[src/rtl/instr_trace_fifo.sv]
// Instruction trace capture FIFO: samples {PC, instr} pairs while tracing, stops on the jal x0,0 halt idiom.
// Optional TRACE_TIMESTAMP_EN adds a free-running cycle stamp per entry and the rd_cycle output.
module instr_trace_fifo #(
    parameter int          DEPTH       = 16,
    parameter logic [31:0] HALT_INSTR  = 32'h0000006F,
    parameter int          HALT_REPEAT = 3
) (
    input  logic                       clk,
    input  logic                       reset,
    input  logic                       trace_en,
    input  logic [31:0]                PC_I,
    input  logic [31:0]                Instr_I,
    output logic                       rd_valid,
    input  logic                       rd_ready,
    output logic [31:0]                rd_pc,
    output logic [31:0]                rd_instr,
    output logic [$clog2(DEPTH):0]     count,
    output logic                       overflow,
    output logic [15:0]                drop_cnt,
`ifdef TRACE_TIMESTAMP_EN
    output logic [31:0]                rd_cycle,
`endif
    output logic                       halted
);

    localparam int AW = $clog2(DEPTH);
    localparam int CW = AW + 1;
    localparam int HW = $clog2(HALT_REPEAT + 1) + 1;

    typedef enum logic [1:0] {
        IDLE    = 2'd0,
        CAPTURE = 2'd1,
        HALTED  = 2'd2
    } state_t;

    state_t state;

    logic [31:0]   mem_pc    [DEPTH];
    logic [31:0]   mem_instr [DEPTH];
    logic [AW-1:0] wr_ptr;
    logic [AW-1:0] rd_ptr;
    logic [CW-1:0] count_q;
    logic [31:0]   hold_pc;
    logic [31:0]   hold_instr;
    logic [31:0]   prev_pc;
    logic [31:0]   last_push_pc;
    logic          last_push_vld;
    logic [HW-1:0] halt_cnt;
    logic [HW-1:0] halt_next;

    logic is_halt;
    logic capturing;
    logic suppress;
    logic cand;
    logic full;
    logic pop;
    logic push;
    logic drop;
    logic halt_hit;

`ifdef TRACE_TIMESTAMP_EN
    logic [31:0] cycle_cnt;
    logic [31:0] mem_cyc [DEPTH];
    logic [31:0] hold_cyc;
`endif

    // Capture is qualified by trace_en directly, so the enabling cycle is already sampled.
    assign is_halt   = (Instr_I == HALT_INSTR);
    assign capturing = trace_en && (state != HALTED);
    assign suppress  = is_halt && last_push_vld && (PC_I == last_push_pc);
    assign cand      = capturing && !suppress;
    assign full      = (count_q == CW'(DEPTH));
    assign pop       = rd_valid && rd_ready;
    assign push      = cand && (!full || pop);
    assign drop      = cand && full && !pop;

    always_comb begin
        halt_next = '0;
        if (capturing && is_halt) begin
            if ((halt_cnt != '0) && (PC_I == prev_pc))
                halt_next = halt_cnt + HW'(1);
            else
                halt_next = HW'(1);
        end
    end

    assign halt_hit = capturing && (halt_next == HW'(HALT_REPEAT));

    // Head is read straight from storage; when empty the last popped entry is held.
    assign count    = count_q;
    assign rd_valid = (count_q != '0);
    assign rd_pc    = rd_valid ? mem_pc[rd_ptr]    : hold_pc;
    assign rd_instr = rd_valid ? mem_instr[rd_ptr] : hold_instr;

    always_ff @(posedge clk) begin
        if (push) begin
            mem_pc[wr_ptr]    <= PC_I;
            mem_instr[wr_ptr] <= Instr_I;
        end
    end

    always_ff @(posedge clk or posedge reset) begin
        if (reset) begin
            state         <= IDLE;
            halted        <= 1'b0;
            wr_ptr        <= '0;
            rd_ptr        <= '0;
            count_q       <= '0;
            overflow      <= 1'b0;
            drop_cnt      <= '0;
            hold_pc       <= '0;
            hold_instr    <= '0;
            prev_pc       <= '0;
            last_push_pc  <= '0;
            last_push_vld <= 1'b0;
            halt_cnt      <= '0;
        end else begin
            prev_pc  <= PC_I;
            halt_cnt <= halt_next;

            if (push) begin
                wr_ptr        <= wr_ptr + AW'(1);
                last_push_pc  <= PC_I;
                last_push_vld <= 1'b1;
            end
            if (pop) begin
                rd_ptr     <= rd_ptr + AW'(1);
                hold_pc    <= mem_pc[rd_ptr];
                hold_instr <= mem_instr[rd_ptr];
            end
            if (push && !pop)
                count_q <= count_q + CW'(1);
            else if (pop && !push)
                count_q <= count_q - CW'(1);

            if (drop) begin
                overflow <= 1'b1;
                if (drop_cnt != 16'hFFFF)
                    drop_cnt <= drop_cnt + 16'd1;
            end

            case (state)
                IDLE: begin
                    if (halt_hit) begin
                        state  <= HALTED;
                        halted <= 1'b1;
                    end else if (trace_en) begin
                        state <= CAPTURE;
                    end
                end
                CAPTURE: begin
                    if (halt_hit) begin
                        state  <= HALTED;
                        halted <= 1'b1;
                    end else if (!trace_en) begin
                        state <= IDLE;
                    end
                end
                HALTED: begin
                    state  <= HALTED;
                    halted <= 1'b1;
                end
                default: begin
                    state  <= IDLE;
                    halted <= 1'b0;
                end
            endcase
        end
    end

`ifdef TRACE_TIMESTAMP_EN
    always_ff @(posedge clk) begin
        if (push)
            mem_cyc[wr_ptr] <= cycle_cnt;
    end

    always_ff @(posedge clk or posedge reset) begin
        if (reset) begin
            cycle_cnt <= '0;
            hold_cyc  <= '0;
        end else begin
            cycle_cnt <= cycle_cnt + 32'd1;
            if (pop)
                hold_cyc <= mem_cyc[rd_ptr];
        end
    end

    assign rd_cycle = rd_valid ? mem_cyc[rd_ptr] : hold_cyc;
`endif

endmodule

[config.mk]
export PLATFORM = sky130hd
export DESIGN_NAME = instr_trace_fifo
export DESIGN_NICKNAME = d
export VERILOG_FILES = /design/src/rtl/instr_trace_fifo.sv
export SDC_FILE = /design/constraint.sdc
export NUM_CORES = 1
export LEC_CHECK = 0
export ABC_AREA = 1
export CAP_MARGIN = 5
export CORE_MARGIN = 5
export CORE_UTILIZATION = 40
export CTS_BUF_LIST = sky130_fd_sc_hd__clkbuf_2
export CTS_CLUSTER_SIZE = 40
export DETAILED_ROUTE_END_ITERATION = 6
export PLACE_DENSITY = 0.65
export SLEW_MARGIN = 5
export SYNTH_ARGS = -nofsm -noshare
export SYNTH_HDL_FRONTEND = slang
export SYNTH_SLANG_ARGS = --single-unit
[constraint.sdc]
create_clock -name clk -period 6.85 [get_ports clk]
set_input_delay 1.0275 -clock clk [delete_from_list [all_inputs] [get_ports clk]]
set_output_delay 1.0275 -clock clk [all_outputs]
set_load 0.02 [all_outputs]
==> metrics.txt <==
outcome=completed; placed cells=5413; f_max=around 0.16 GHz; Clk Latency, worst-skew pair=1510 ps; grt total ovfl=0; Seq/Total Area, Yosys=between 70 and 80%; Critical path origin=rd_ptr[0]; initial cell density of the core=40.35%; Buffers & Inverters on Critical Path=3; Die Footprint=126400 um^2; Final Util=a little under half; DRT antenna net count=0; EDFF count, synth=just over 1000; min setup slack post-route=422.3 ps; GP Congestion=roughly 0.84; startpoint types=register; VDD IR max=roughly 0.37 mV; Post-Syn Instances=approximately 3800; FP Rows=around 130; area delta synth->final=12.77%; crit-path max FO=between 200 and 250; Clock Path Buffers=4; Hold Path Class=primary input to register; Synth cell types=38; Syn Std Cell Area=around 48000 um^2; layout cell share with drive strength beyond 1=between 10% and 20%; Avg Cell Area, Syn=12.45 um^2; CTS buffer count=between 300 and 400; Slew Viols, Final=0; Tot Pwr=approximately 0.022 W; Layout Cells excl Fill=slightly below 6000; # DRC=0; Syn. warnings=0; Final Hold Fails=0; first-pass GRT wire length=between 150000 and 200000 um; most frequent cells in the layout=edfxtp_1 (1024), o21ai_0 (623), nor2_1 (596); first-pass iteration count of the detailed router=6; main flop type after synthesis=edfxtp_1; clk slew on worst S/H paths=roughly 110 ps; DP Worst Slack=between 1500 and 2000 ps; WL final=approximately 130000 um; initial antenna violation count=13; CP Data Arrival Time=5400 ps; H-tree depth=5; I/O Buffers=around 160; Leakage=between 15 and 20 nW; CTS tree=done; Yosys reg bits=~1200; WP data required=around 5800 ps; hold_sp=trace_en; io pins=156; Largest delay share family, worst path=buffers and inverters; RSZ-0062 raised after global routing=false; asr flop ratio synth=between 10% and 20%; largest net degree at the start of global routing=280; All-Layer GR Usage=20.37%; post-CTS setup buffers=0; vias in the first global route=31692; crit path max-delay cell type=dfrtp_4; slew margin rel.=under 10%; RR Startpoint=count[0]; setup TNS=0 ps; Avg WL per Cell=about 22 um; slowest cell delay on critical path=just under 900 ps; critical path capture point type=output pin; DIE WIDTH=355.6 um; routed vias/inst=around 5.4; Power Density=411.8 nW/um^2; DR iter-0 viols=around 3500; die height=355.6 um; Worst-Margin Slew=between 1000 and 1500 ps; Core ar.=~120000 um^2; kind of critical path=register to output pin; min cycle time layout=6428 ps; root buffer cell=clkbuf_2; setup violators final=0; post-synthesis net count=~4000; sequence of cells on the critical path=buf_12 > o21ai_0 > o221ai_1 > o211ai_1 > nand2_1 > inv_1 > a21oi_1 > clkdlybuf4s50_1; most common cell after layout, fill and taps aside=edfxtp_1; Post-Route Skew=135.0 ps; via count=between 30000 and 40000; Sink Count=1189; Max Cap Viol=0; nets=4212; HPWL Detailed=roughly 68000 um; period utilization=93.83%
## registers in the layout, summed over array words and instances, names as in the netlist, 4 cells and up
name / count
drop_cnt: 16
mem_pc: 512
prev_pc: 32
count: 5
rd_ptr: 4
hold_pc: 32
last_push_pc: 32
wr_ptr: 4
mem_instr: 512
hold_instr: 32
## cells by family (layout without fill, tap and decap cells)
kind of cell    after synthesis  in the layout  synth area share, %
fa+ha+maj                    13             13               0.3562
xor+xnor                     44             44               0.8067
compound gates             1004           1004                12.55
buf+inv                     423            936                3.659
flops                      1189           1189                73.01
simple gates               1165           1165                9.620
other cells                   0             13                    0
## worst min-delay path, delay by kind of cell
kind / cells / cell delay, ps
buffers and inverters: 3 / 540
AND/OR/NAND/NOR: 2 / 100
## stage by stage
step	cell area, um^2	hold WS, ps
floorplan	47770	421.3
global placement	51080	437.4
detailed placement	51080	447.7
CTS	53840	37.60
global route	53860	108.9
finish	53870	206.8
## timing repair
item,CTS,global route
hold buffers,1,0
setup endpoints to repair,0,5
hold endpoints to repair,50,0
resized for setup,0,1
## power by group
part           total (W)  internal, W  leakage (nW)  switching [W]
Combinational    0.00819      0.00258          5.74        0.00562
Clock            0.00482      0.00199          2.16        0.00283
Sequential       0.00917      0.00870          11.3       0.000463
## routing by layer
layer  wire length, um  GRT usage (%)  part of all wire [%]
met5                74              0                 0.056
met4              2558          6.369                   1.9
met2             61810          32.43                    47
met1             54900          27.85                    42
met3             11900          4.863                   9.1
## final cells by class
| cell class | count | area, um^2 |
|---|---|---|
| Fill cell | 10724 | 64520 |
| Sequential cell | 1189 | 34890 |
| Multi-Input combinational cell | 2226 | 11270 |
| Clock buffer | 468 | 2342 |
| Timing Repair Buffer | 227 | 2248 |
| Tap cell | 1600 | 2002 |
| Inverter | 172 | 681.9 |
| Clock inverter | 69 | 406.6 |
| Antenna cell | 13 | 32.53 |
## synthesized netlist by cell type, types with 5 or more instances
library cell | number | share of area (%)
a21oi_1 | 10 | 0.10
buf_1 | 11 | 0.086
buf_2 | 67 | 0.70
buf_4 | 9 | 0.14
buf_6 | 5 | 0.12
clkbuf_1 | 157 | 1.2
dfrtp_1 | 165 | 8.6
edfxtp_1 | 1024 | 64
ha_1 | 12 | 0.31
inv_1 | 155 | 1.2
inv_2 | 13 | 0.10
nand2_1 | 433 | 3.4
nand3_1 | 81 | 0.85
nand4_1 | 22 | 0.29
nor2_1 | 612 | 4.8
o211ai_1 | 62 | 0.97
o21ai_0 | 623 | 6.5
o21ai_1 | 50 | 0.52
o221ai_1 | 195 | 3.6
o22ai_1 | 61 | 0.80
xnor2_1 | 24 | 0.44
xor2_1 | 20 | 0.37
## path summary, 6_finish.rpt
path / end / cells after the start / slack (ps)
setup / recovery: rd_instr[2] / 8 / 420
max in group asynchronous: prev_pc[2] / 4 / 4630
min in group asynchronous: overflow / 3 / 600
hold / removal: state[0] / 5 / 210
setup reg to reg: mem_pc[5][10] / 9 / 3000
hold reg to reg: overflow / 2 / 480
Power figures use the tool's default switching activity.
